### config.mk
export PLATFORM = sky130hd
export DESIGN_NAME = tensor_core_sequencer_flat
export DESIGN_NICKNAME = d
export VERILOG_FILES = /design/src/rtl/tensor_core_pkg.sv /design/src/rtl/tensor_core_sequencer_if.sv /design/src/rtl/tensor_core_burst_counter.sv /design/src/rtl/tensor_core_sequencer.sv /design/src/flat_wrapper.sv
export SDC_FILE = /design/constraint.sdc
export NUM_CORES = 1
export LEC_CHECK = 0
export BUFFER_PORTS_ARGS = -buffer_cell sky130_fd_sc_hd__buf_2
export CAP_MARGIN = 20
export CORE_MARGIN = 8
export CORE_UTILIZATION = 25
export CTS_CLUSTER_DIAMETER = 60
export DETAILED_ROUTE_END_ITERATION = 10
export GPL_TIMING_DRIVEN = 1
export PLACE_DENSITY = 0.56
export REMOVE_ABC_BUFFERS = 1
export SLEW_MARGIN = 10
export SYNTH_ARGS = -nofsm -noshare
export SYNTH_HDL_FRONTEND = slang
export SYNTH_SLANG_ARGS = --single-unit
### constraint.sdc
create_clock -name clock_in -period 3.3 [get_ports clock_in]
set_input_delay 0.33 -clock clock_in [delete_from_list [all_inputs] [get_ports clock_in]]
set_output_delay 0.33 -clock clock_in [all_outputs]
set_load 0.01 [all_outputs]
### src/rtl/tensor_core_pkg.sv
// Shared decode constants, sequencer state encoding and address-width helper
// for the tensor core sequencer and its burst counter.
package tensor_core_pkg;

  localparam logic [1:0] OPC_GENERIC = 2'b00;
  localparam logic [1:0] OPC_OPERATE = 2'b10;
  localparam logic [1:0] OPC_BURST   = 2'b11;

  localparam logic [1:0] GEN_SOFT_RST = 2'b11;

  localparam logic [1:0] SEL_M0   = 2'b00;
  localparam logic [1:0] SEL_M1   = 2'b01;
  localparam logic [1:0] SEL_BOTH = 2'b10;
  localparam logic [1:0] SEL_BAD  = 2'b11;

  typedef enum logic [2:0] {
    ST_IDLE        = 3'd0,
    ST_BURST_WRITE = 3'd1,
    ST_BURST_READ  = 3'd2,
    ST_COMPUTE     = 3'd3,
    ST_COMMIT      = 3'd4
  } seq_state_t;

  function automatic int calc_addr_w(input int num_matrices, input int dim);
    int w;
    w = $clog2(num_matrices * dim * dim);
    return (w < 1) ? 1 : w;
  endfunction

endpackage

### src/rtl/tensor_core_sequencer_if.sv
// Instruction, register-file and tensor-core signals of the sequencer;
// master is the sequencer side, slave the CPU/register-file/core side.
interface tensor_core_sequencer_if
  import tensor_core_pkg::*;
#(
  parameter int DATA_WIDTH   = 8,
  parameter int MATRIX_DIM   = 3,
  parameter int NUM_MATRICES = 2,
  parameter int INSTR_WIDTH  = 16
);
  localparam int LANES  = INSTR_WIDTH / DATA_WIDTH;
  localparam int ADDR_W = calc_addr_w(NUM_MATRICES, MATRIX_DIM);

  logic [INSTR_WIDTH-1:0]       current_instruction_in;
  logic                         busy_out;
  logic                         error_out;
  logic [LANES-1:0]             elem_write_enable_out;
  logic [LANES*ADDR_W-1:0]      elem_write_address_out;
  logic [LANES*DATA_WIDTH-1:0]  elem_write_data_out;
  logic [ADDR_W-1:0]            elem_read_address_out;
  logic [DATA_WIDTH-1:0]        elem_read_data_in;
  logic signed [DATA_WIDTH-1:0] cpu_output;
  logic                         cpu_output_valid_out;
  logic                         core_start_out;
  logic [2:0]                   core_op_select_out;
  logic                         bulk_write_enable_out;

  modport master (
    input  current_instruction_in, elem_read_data_in,
    output busy_out, error_out, elem_write_enable_out, elem_write_address_out,
           elem_write_data_out, elem_read_address_out, cpu_output,
           cpu_output_valid_out, core_start_out, core_op_select_out,
           bulk_write_enable_out
  );

  modport slave (
    output current_instruction_in, elem_read_data_in,
    input  busy_out, error_out, elem_write_enable_out, elem_write_address_out,
           elem_write_data_out, elem_read_address_out, cpu_output,
           cpu_output_valid_out, core_start_out, core_op_select_out,
           bulk_write_enable_out
  );

endinterface

### src/rtl/tensor_core_burst_counter.sv
// Range walker shared by burst read and write: base/count/index registers,
// per-lane addresses and in-range enables, last-step flag; addresses are registered.
module tensor_core_burst_counter #(
  parameter int ADDR_W = 5,
  parameter int CNT_W  = 6,
  parameter int LANES  = 2
) (
  input  logic                     i_clk,
  input  logic                     i_rst_n,
  input  logic                     i_load,
  input  logic [ADDR_W-1:0]        i_base,
  input  logic [CNT_W-1:0]         i_count,
  input  logic                     i_advance,
  input  logic                     i_wide,
  output logic [LANES*ADDR_W-1:0]  o_lane_addr,
  output logic [LANES-1:0]         o_lane_en,
  output logic [ADDR_W-1:0]        o_rd_addr,
  output logic                     o_last
);

  logic [ADDR_W-1:0] r_base;
  logic [CNT_W-1:0]  r_count;
  logic [CNT_W-1:0]  r_idx;
  logic [CNT_W-1:0]  w_step;
  logic [CNT_W-1:0]  w_next;

  assign w_step    = i_wide ? CNT_W'(LANES) : CNT_W'(1);
  assign w_next    = r_idx + w_step;
  assign o_last    = (w_next >= r_count);
  assign o_rd_addr = r_base + r_idx[ADDR_W-1:0];

  // Lanes beyond the range end still get an address but are never enabled.
  for (genvar k = 0; k < LANES; k++) begin : g_lane
    logic [CNT_W-1:0] w_pos;
    assign w_pos = r_idx + CNT_W'(k);
    assign o_lane_addr[k*ADDR_W +: ADDR_W] = r_base + w_pos[ADDR_W-1:0];
    assign o_lane_en[k] = (w_pos < r_count);
  end

  always_ff @(posedge i_clk or negedge i_rst_n) begin
    if (!i_rst_n) begin
      r_base  <= '0;
      r_count <= '0;
      r_idx   <= '0;
    end else if (i_load) begin
      r_base  <= i_base;
      r_count <= i_count;
      r_idx   <= '0;
    end else if (i_advance) begin
      r_idx   <= w_next;
    end
  end

endmodule

### src/rtl/tensor_core_sequencer.sv
// Decodes burst/operate/soft-reset instructions and sequences register-file bursts
// and tensor-core compute/commit; one beat or element per cycle, no stall input.
module tensor_core_sequencer
  import tensor_core_pkg::*;
#(
  parameter int DATA_WIDTH      = 8,
  parameter int MATRIX_DIM      = 3,
  parameter int NUM_MATRICES    = 2,
  parameter int INSTR_WIDTH     = 16,
  parameter int COMPUTE_LATENCY = 4
) (
  input  logic                    clock_in,
  input  logic                    reset_n_in,
  tensor_core_sequencer_if.master bus
);

  localparam int LANES  = INSTR_WIDTH / DATA_WIDTH;
  localparam int ADDR_W = calc_addr_w(NUM_MATRICES, MATRIX_DIM);
  localparam int MAT_SZ = MATRIX_DIM * MATRIX_DIM;
  localparam int CNT_W  = $clog2(NUM_MATRICES * MAT_SZ + LANES) + 1;
  localparam int LAT_W  = (COMPUTE_LATENCY > 1) ? $clog2(COMPUTE_LATENCY) : 1;

  seq_state_t        r_state;
  logic [2:0]        r_op_sel;
  logic [LAT_W-1:0]  r_lat_cnt;
  logic              r_error;

  logic [INSTR_WIDTH-1:0]      w_instr;
  logic [1:0]                  w_opc;
  logic [1:0]                  w_msel;
  logic                        w_rw;
  logic                        w_soft_rst;
  logic                        w_illegal;
  logic                        w_load;
  logic [ADDR_W-1:0]           w_base;
  logic [CNT_W-1:0]            w_count;
  logic [LANES*ADDR_W-1:0]     w_lane_addr;
  logic [LANES-1:0]            w_lane_en;
  logic [ADDR_W-1:0]           w_rd_addr;
  logic                        w_last;
  logic [LANES*DATA_WIDTH-1:0] w_lane_dat;

  assign w_instr    = bus.current_instruction_in;
  assign w_opc      = w_instr[1:0];
  assign w_rw       = w_instr[2];
  assign w_msel     = w_instr[4:3];
  assign w_soft_rst = (w_opc == OPC_GENERIC) && (w_instr[3:2] == GEN_SOFT_RST);
  assign w_illegal  = (w_opc == OPC_BURST) || (w_opc == OPC_OPERATE);
  assign w_load     = (r_state == ST_IDLE) && (w_opc == OPC_BURST) && (w_msel != SEL_BAD);

  always_comb begin
    w_base  = '0;
    w_count = CNT_W'(MAT_SZ);
    case (w_msel)
      SEL_M1:   w_base  = ADDR_W'(MAT_SZ);
      SEL_BOTH: w_count = CNT_W'(2 * MAT_SZ);
      default:  ;
    endcase
  end

  tensor_core_burst_counter #(
    .ADDR_W (ADDR_W),
    .CNT_W  (CNT_W),
    .LANES  (LANES)
  ) u_burst_counter (
    .i_clk       (clock_in),
    .i_rst_n     (reset_n_in),
    .i_load      (w_load),
    .i_base      (w_base),
    .i_count     (w_count),
    .i_advance   ((r_state == ST_BURST_WRITE) || (r_state == ST_BURST_READ)),
    .i_wide      (r_state == ST_BURST_WRITE),
    .o_lane_addr (w_lane_addr),
    .o_lane_en   (w_lane_en),
    .o_rd_addr   (w_rd_addr),
    .o_last      (w_last)
  );

  // Lane 0 takes the most significant element of the beat.
  for (genvar k = 0; k < LANES; k++) begin : g_dat
    assign w_lane_dat[k*DATA_WIDTH +: DATA_WIDTH] =
      w_instr[INSTR_WIDTH-1-k*DATA_WIDTH -: DATA_WIDTH];
  end

  always_ff @(posedge clock_in or negedge reset_n_in) begin
    if (!reset_n_in) begin
      r_state   <= ST_IDLE;
      r_op_sel  <= '0;
      r_lat_cnt <= '0;
      r_error   <= 1'b0;
    end else begin
      case (r_state)
        ST_IDLE: begin
          r_lat_cnt <= '0;
          if (w_opc == OPC_BURST) begin
            if (w_msel == SEL_BAD) r_error <= 1'b1;
            else r_state <= w_rw ? ST_BURST_WRITE : ST_BURST_READ;
          end else if (w_opc == OPC_OPERATE) begin
            r_op_sel <= w_instr[4:2];
            r_state  <= ST_COMPUTE;
          end
        end
        // Every beat is data here, so no opcode can abort a write burst.
        ST_BURST_WRITE: if (w_last) r_state <= ST_IDLE;
        default: begin
          if (w_illegal) r_error <= 1'b1;
          if (w_soft_rst) begin
            r_state <= ST_IDLE;
          end else if (r_state == ST_BURST_READ) begin
            if (w_last) r_state <= ST_IDLE;
          end else if (r_state == ST_COMPUTE) begin
            if (r_lat_cnt == LAT_W'(COMPUTE_LATENCY - 1)) r_state <= ST_COMMIT;
            else r_lat_cnt <= r_lat_cnt + LAT_W'(1);
          end else begin
            r_state <= ST_IDLE;
          end
        end
      endcase
    end
  end

  always_comb begin
    bus.busy_out               = (r_state != ST_IDLE);
    bus.error_out              = r_error;
    bus.elem_write_enable_out  = '0;
    bus.elem_write_address_out = '0;
    bus.elem_write_data_out    = '0;
    bus.elem_read_address_out  = '0;
    bus.cpu_output             = '0;
    bus.cpu_output_valid_out   = 1'b0;
    bus.core_start_out         = 1'b0;
    bus.core_op_select_out     = '0;
    bus.bulk_write_enable_out  = 1'b0;
    case (r_state)
      ST_BURST_WRITE: begin
        bus.elem_write_enable_out  = w_lane_en;
        bus.elem_write_address_out = w_lane_addr;
        bus.elem_write_data_out    = w_lane_dat;
      end
      ST_BURST_READ: begin
        bus.elem_read_address_out = w_rd_addr;
        bus.cpu_output            = bus.elem_read_data_in;
        bus.cpu_output_valid_out  = 1'b1;
      end
      ST_COMPUTE: begin
        bus.core_start_out     = (r_lat_cnt == '0);
        bus.core_op_select_out = r_op_sel;
      end
      ST_COMMIT: begin
        bus.core_op_select_out    = r_op_sel;
        bus.bulk_write_enable_out = 1'b1;
      end
      default: ;
    endcase
  end

endmodule

### src/flat_wrapper.sv
// flat-port wrapper written by rule: the top's interface ports become plain ports
module tensor_core_sequencer_flat import tensor_core_pkg::*;
#(
  parameter int DATA_WIDTH      = 8,
  parameter int MATRIX_DIM      = 3,
  parameter int NUM_MATRICES    = 2,
  parameter int INSTR_WIDTH     = 16,
  parameter int COMPUTE_LATENCY = 4
)
  (clock_in, reset_n_in, bus_current_instruction_in, bus_elem_read_data_in, bus_busy_out, bus_error_out, bus_elem_write_enable_out, bus_elem_write_address_out, bus_elem_write_data_out, bus_elem_read_address_out, bus_cpu_output, bus_cpu_output_valid_out, bus_core_start_out, bus_core_op_select_out, bus_bulk_write_enable_out);
  tensor_core_sequencer_if #(.DATA_WIDTH(DATA_WIDTH), .MATRIX_DIM(MATRIX_DIM), .NUM_MATRICES(NUM_MATRICES), .INSTR_WIDTH(INSTR_WIDTH)) bus_i ();
  input  logic clock_in;
  input  logic reset_n_in;
  input wire logic [$bits(bus_i.current_instruction_in)-1:0] bus_current_instruction_in;
  input wire logic [$bits(bus_i.elem_read_data_in)-1:0] bus_elem_read_data_in;
  output wire logic [$bits(bus_i.busy_out)-1:0] bus_busy_out;
  output wire logic [$bits(bus_i.error_out)-1:0] bus_error_out;
  output wire logic [$bits(bus_i.elem_write_enable_out)-1:0] bus_elem_write_enable_out;
  output wire logic [$bits(bus_i.elem_write_address_out)-1:0] bus_elem_write_address_out;
  output wire logic [$bits(bus_i.elem_write_data_out)-1:0] bus_elem_write_data_out;
  output wire logic [$bits(bus_i.elem_read_address_out)-1:0] bus_elem_read_address_out;
  output wire logic [$bits(bus_i.cpu_output)-1:0] bus_cpu_output;
  output wire logic [$bits(bus_i.cpu_output_valid_out)-1:0] bus_cpu_output_valid_out;
  output wire logic [$bits(bus_i.core_start_out)-1:0] bus_core_start_out;
  output wire logic [$bits(bus_i.core_op_select_out)-1:0] bus_core_op_select_out;
  output wire logic [$bits(bus_i.bulk_write_enable_out)-1:0] bus_bulk_write_enable_out;
  assign bus_i.current_instruction_in = bus_current_instruction_in;
  assign bus_i.elem_read_data_in = bus_elem_read_data_in;
  assign bus_busy_out = bus_i.busy_out;
  assign bus_error_out = bus_i.error_out;
  assign bus_elem_write_enable_out = bus_i.elem_write_enable_out;
  assign bus_elem_write_address_out = bus_i.elem_write_address_out;
  assign bus_elem_write_data_out = bus_i.elem_write_data_out;
  assign bus_elem_read_address_out = bus_i.elem_read_address_out;
  assign bus_cpu_output = bus_i.cpu_output;
  assign bus_cpu_output_valid_out = bus_i.cpu_output_valid_out;
  assign bus_core_start_out = bus_i.core_start_out;
  assign bus_core_op_select_out = bus_i.core_op_select_out;
  assign bus_bulk_write_enable_out = bus_i.bulk_write_enable_out;
  tensor_core_sequencer #(.DATA_WIDTH(DATA_WIDTH), .MATRIX_DIM(MATRIX_DIM), .NUM_MATRICES(NUM_MATRICES), .INSTR_WIDTH(INSTR_WIDTH), .COMPUTE_LATENCY(COMPUTE_LATENCY)) u_core (.clock_in(clock_in), .reset_n_in(reset_n_in), .bus(bus_i));
endmodule
# Yosys cells after proc, flatten, opt, wreduce, memory -nomap -nowiden
# Index checks and enable logic that the tools add are counted.
[op_classes]
eq_ne = 20
n_div = 0
n_shift = 0
reduce_logical = 17
mul = 0
addsub = 5
mux = 33
n_lt_le_gt_ge = 3
n_bitwise = 2
[op_table]
columns = ["cell", "n"]
rows = [
  ["$mux W3", 9],
  ["$mux W16", 1],
  ["$mux W2", 7],
  ["$eq A2 B2 Y1 const B", 6],
  ["$lt A6 B6 Y1", 2],
  ["$mux W6", 2],
  ["$add A5 B5 Y5", 2],
  ["$mux W10", 1],
  ["$mux W5", 2],
  ["$mux W8", 1],
  ["$ne A2 B2 Y1 const B", 4],
  ["$add A6 B1 Y6 const B", 1],
  ["$add A6 B6 Y6", 1],
  ["$eq A3 B2 Y1 const B", 2],
  ["$ge A6 B6 Y1", 1],
  ["$mux W1", 6],
  ["$ne A3 B3 Y1 const B", 2],
  ["$ne A6 B3 Y1 const B", 1],
  ["$pmux W3 S2", 1],
  ["$reduce_and A3 Y1", 2],
  ["$reduce_bool A2 Y1", 3],
  ["$reduce_and A5 Y1", 1],
  ["$logic_not A2 Y1", 2],
  ["$mux W4", 1],
  ["14 further kinds", 19],
]
[totals]
latchBits = 0
mem_count = 0
input_bits = 26
reg_bits = 26
rom_bits = 0
mem_bits_rw = 0

# Depth between registers and ports, before layout
[logic_depth]
word_depth = 8
depth_mapped = 11

# Hierarchy
# From an unflattened synthesis, not the netlist that was laid out.
[hier_totals]
cells_unflattened = 264
hier_area_um2 = 2381.0
[modules_own_cells]
columns = ["module", "seq_area_each_um2", "n_inst", "cells_per_inst", "area_per_inst_um2"]
rows = [
  ["tensor_core_burst_counter", 425.4, 1, 159, 1541.5],
  ["tensor_core_sequencer", 225.2, 1, 105, 839.6],
]

# Worst setup path before layout
# No wires, ideal clock.
[synth_path]
path_type = "reg-to-reg"
startpoint = "reg u_core.r_state[1]"
endpoint = "reg u_core.r_state[0]"
setup_ns = 0.095
period_less_slack_ns = 2.618
arrival_time_ns = 2.522
path_stages_with_launch = 12
path_slack_ns = 0.682
cell_sequence = "dfrtp_1 > buf_4 > or3b_1 > buf_2 > xnor2_1 > ha_1 > o211ai_1 > xnor2_1 > ha_1 > a21oi_1 > nand2_1 > o31ai_1"
[synth_between]
elab_chain_cells = 8
elab_cells_between_ends = 16
cone_classes = "add/sub (1); order compare (1); eq/ne (6); mux (6); reduce/logical (2)"
[synth_lines]
columns = ["element", "line", "text"]
rows = [
  ["start, declared", "tensor_core_sequencer.sv:23", "seq_state_t r_state;"],
  ["start signal, assigned", "tensor_core_sequencer.sv:97", "else r_state <= w_rw ? ST_BURST_WRITE : ST_BURST_READ;"],
  ["$eq A3 B1 Y1", "tensor_core_sequencer.sv:72, tensor_core_sequencer.sv:92", ""],
  ["$mux W2", "tensor_core_burst_counter.sv:27", "assign w_step = i_wide ? CNT_W'(LANES) : CNT_W'(1);"],
  ["$add A6 B6 Y6", "tensor_core_burst_counter.sv:28", "assign w_next = r_idx + w_step;"],
  ["$ge A6 B6 Y1", "tensor_core_burst_counter.sv:29", "assign o_last = (w_next >= r_count);"],
  ["$mux W3", "--", ""],
  ["$mux W3", "tensor_core_sequencer.sv:109", "end else if (r_state == ST_BURST_READ) begin"],
  ["$mux W3", "tensor_core_sequencer.sv:107", "if (w_soft_rst) begin"],
  ["$pmux W3 S2", "tensor_core_sequencer.sv:92", "case (r_state)"],
]
# Parallel ways exist; a longest one is shown, timed or not.
# A chain may end at the register's enable or synchronous reset.

# Final worst setup path
[layout_path]
startpoint = "reg u_core.u_burst_counter.r_idx[1]"
endpoint = "out bus_elem_write_enable_out[1]"
[layout_between]
elab_chain_cells = 3
[layout_lines]
columns = ["element", "line", "text"]
rows = [
  ["start, declared", "tensor_core_burst_counter.sv:23", "logic [CNT_W-1:0] r_idx;"],
  ["start signal, assigned", "tensor_core_burst_counter.sv:50", "r_idx <= w_next;"],
  ["$add A6 B1 Y6", "tensor_core_burst_counter.sv:35", "assign w_pos = r_idx + CNT_W'(k);"],
  ["$lt A6 B6 Y1", "tensor_core_burst_counter.sv:37", "assign o_lane_en[k] = (w_pos < r_count);"],
  ["$mux W2", "tensor_core_sequencer.sv:134", "case (r_state)"],
  ["end, declared", "flat_wrapper.sv:18", "output wire logic [$bits(bus_i.elem_write_enable_out)-1:0] bus_elem_write_enable_out;"],
]
# Every way passes these cells.

==> impl_metrics.toml <==
[layout]
final_cell_count_no_fill = 373
final_layout_size_suffix_gt1_share_pct = 32.85
layout.nets = 324
n_antenna_cell = 0
area_growth_syn_to_layout_pct = 29.42

[floorplan]
core_region_um2 = 6794
design.die.area_um2 = 9983
placementRows = 30
start_util_pct = 25.91
pin_count = 75
fp.dieW_um = 99.92
die-height_um = 99.92

[worst_setup_path]
timing.critical_path.slowest_cell_delay_ns = 0.56
crit_top_cell = "sky130_fd_sc_hd__ha_1"
timing.critical_path.to_type = "primary output"
worst-endpoint-required_ns = 2.97
worst_r2r_path_depth = 9
critPathKind = "flip-flop to primary output"
timing.critical_path.slowest_stage_cell = "sky130_fd_sc_hd__dfrtp_1"
reg2reg_slack_ns = 0.68
crit_chain = "ha_1, ha_1, a211o_1, a21o_1, a2111oi_2, buf_2"
cp-start-kind = "flip-flop"
signal_arrival_time_at_the_worst_endpoint_ns = 2.41
critical_path.max_fanout = 10

[detailed_routing]
via_per_instance_ratio = 4.512
ant_nets = 0
drt_drc_violations_left = 0
first_iter_violations = 56
route.vias.total = 1683
drt_pre_antenna_iters = 4
drt-total-wl_mm = 5.029
route.detailed.wl_per_inst_um = 13.48

[logic_synthesis]
edff_count_synth = 0
synth-xor-area-share_pct = 7.463
synthFlopType = "sky130_fd_sc_hd__dfrtp_1"
synth-seq-cells = 18
post_synth_inst_count = 205
synthDistinctLibCells = 47
synth-compound-area-share_pct = 16.28
synth-seq-area-share_pct = 25.59
post_synth_and_or_nand_nor_area_fraction_pct = 29.21
synth_mux_area_share_pct = 2.488
combinational_family_with_the_most_area_after_synthesis = "simple AND/OR/NAND/NOR gates"
syn_area_um2 = 1760
ys_warn_count = 0
top_cells_by_area_synth = "sky130_fd_sc_hd__dfrtp_1, sky130_fd_sc_hd__ha_1, sky130_fd_sc_hd__and2_1, sky130_fd_sc_hd__xnor2_1, sky130_fd_sc_hd__nand2_1"
yosysTopAreaCell = "sky130_fd_sc_hd__dfrtp_1"
synth_async_sr_flop_share_pct = 100.0
syn_area_per_cell_um2 = 8.588
post_synth_fa_ha_maj_area_fraction_pct = 14.21
synth_largest_type_area_fraction_pct = 25.59

[global_route]
grt_pass1_wl_mm = 8.355
globalRouteOverflowTotal = 0
grtUsageTotal_pct = 10.21
initial_antenna_violation_count = 0
grt_start_max_net_pins = 25
grt_pass1_vias = 1711

[sta]
final_max_slew_viol_count = 0
final.period_utilization_pct = 82.96
setup_ws_ns = 0.5625
worst_slew_pin_slew_ns = 0.6164
max_clock_freq_ghz = 0.3653
worst_slew_margin_rel_pct = 58.63
clock-skew-final_ns = 0.003531
timing.final.hold_violations = 0
unrepaired_setup_endpoints_after_global_routing = "false"
setup-tns-final_ns = 0
post-route-min-period_ns = 2.738
setup_viol = 0

[clocking]
clock_tree.htree_level_count = 1
clock_tree.buffer_depth = 2
clk_pin_slew_ns = 0.07
clock_insertion_delay_worst_skew_ns = 0.26
root_buffer = "sky130_fd_sc_hd__clkbuf_8"
cts_made_buffers = 3
cts_tree = "built"
cts-hold-fix-buffers = 0
clock_sinks = 18
cts_setup_buffers = 0
cts_repair_resize_count = 0

[place]
routabilityCongestion = 0.8031
placedCellCount = 369
post-dp-hpwl_mm = 3.962
post-place-ws_ns = 0.7027
io_buffer_count = 74

[hold_path]
worstHoldPathType = "primary input to async pin"

[run_status]
run_status = "completed"

[pwr]
leakagePower_nw = 1.190
power_density_nw_per_um2 = 907.0
max-vdd-ir-drop_mv = 0.3090

[run]
max-cap-violations = 0
==> placed cells by master, fill, tap and decap left out, types with 5 or more instances in the layout <==
cell type and count:
sky130_fd_sc_hd__a21o_1 5, sky130_fd_sc_hd__ha_1 20, sky130_fd_sc_hd__buf_2 74, sky130_fd_sc_hd__nor2_1 16, sky130_fd_sc_hd__inv_1 11, sky130_fd_sc_hd__xnor2_1 11
sky130_fd_sc_hd__nand2_1 16, sky130_fd_sc_hd__dfrtp_1 18, sky130_fd_sc_hd__a31oi_1 7, sky130_fd_sc_hd__and2_1 29, sky130_fd_sc_hd__nor2b_1 6, sky130_fd_sc_hd__nand3_1 5
==> layer usage <==
metal | vias to the layer above | track usage, % | share of wire, %
li1 | 861 | - | -
met1 | 764 | 13.09 | 46
met2 | 56 | 16.83 | 47
met3 | 2 | 2.699 | 6.0
met4 | 0 | 1.746 | 0.38
met5 | - | 0 | 0
==> cell usage after synthesis, drive strengths merged (3+ instances only) <==
cell    number
ha          20
a21oi        3
inv         11
a21o         5
clkbuf       3
nor2b        6
buf          5
nor2        16
nor3         5
o21ai        4
xnor2       11
xor2         4
a31oi        7
o31ai        3
mux2         3
nand3        5
dfrtp       18
nand2       17
and2        29
==> worst paths after layout <==
path,start,end
max,u_core.u_burst_counter.r_idx[1]$_DFFE_PN0P_,bus_elem_write_enable_out[1]
min,reset_n_in,u_core.r_lat_cnt[0]$_DFFE_PN0P_
max reg2reg,u_core.r_state[1]$_DFFE_PN0P_,u_core.r_state[1]$_DFFE_PN0P_
min reg2reg,u_core.bus.error_out$_DFFE_PN0P_,u_core.bus.error_out$_DFFE_PN0P_
max in group asynchronous,reset_n_in,u_core.u_burst_counter.r_count[1]$_DFFE_PN0P_
min in group clock_in,bus_current_instruction_in[4],u_core.r_op_sel[2]$_DFFE_PN0P_
==> logic make-up (layout without fill, tap and decap cells) <==
kind of cell,count (synthesis),in the layout
compound gates,39,39
xor+xnor,15,15
mux,4,4
flops,18,18
fa+ha+maj,20,20
simple gates,90,90
buf+inv,19,91
==> sequential cells by signal, summed over array words and instances, names as in the netlist <==
signal and count:
u_core.u_burst_counter.r_count 2, u_core.u_burst_counter.r_base 1, u_core.r_op_sel 3, u_core.r_lat_cnt 2
u_core.bus.error_out 1, u_core.u_burst_counter.r_idx 6, u_core.r_state 3
==> final cells by class <==
| type | count | area, um2 |
|---|---|---|
| fillers | 720 | 4516 |
| multi-input cells | 168 | 1226 |
| flip-flops and latches | 18 | 450.4 |
| repair buffers | 76 | 385.4 |
| well taps | 96 | 120.1 |
| clock buffers | 4 | 55.05 |
| inverters | 11 | 41.29 |
==> critical path: cells and delay by family (launching register included) <==
kind            cells  cell delay (ns)
fa+ha+maj           2             0.64
flops               1             0.56
buf+inv             1             0.18
compound gates      3             0.78
==> metrics by stage <==
| step | total power, mW | utilization (%) | area [um2] | hold WS, ns |
|---|---|---|---|---|
| 6_report | 2.066 | 33.54 | 2278 | 0.003346 |
| 5_1_grt | 2.301 | 33.54 | 2278 | 0.03661 |
| 4_1_cts | 2.101 | 33.54 | 2278 | 0.02127 |
| 3_5_place_dp | 1.904 | 32.73 | 2223 | 0.3055 |
| 3_3_place_gp | 1.883 | 32.73 | 2223 | 0.2994 |
| 2_1_floorplan | 1.432 | - | 1718 | 0.03441 |
==> where the power goes <==
| part | internal (mW) | switching (mW) | total, mW |
|---|---|---|---|
| logic | 0.643 | 0.782 | 1.42 |
| registers | 0.307 | 0.149 | 0.457 |
| clock network | 0.106 | 0.0795 | 0.186 |
Power figures use the tool's default switching activity.
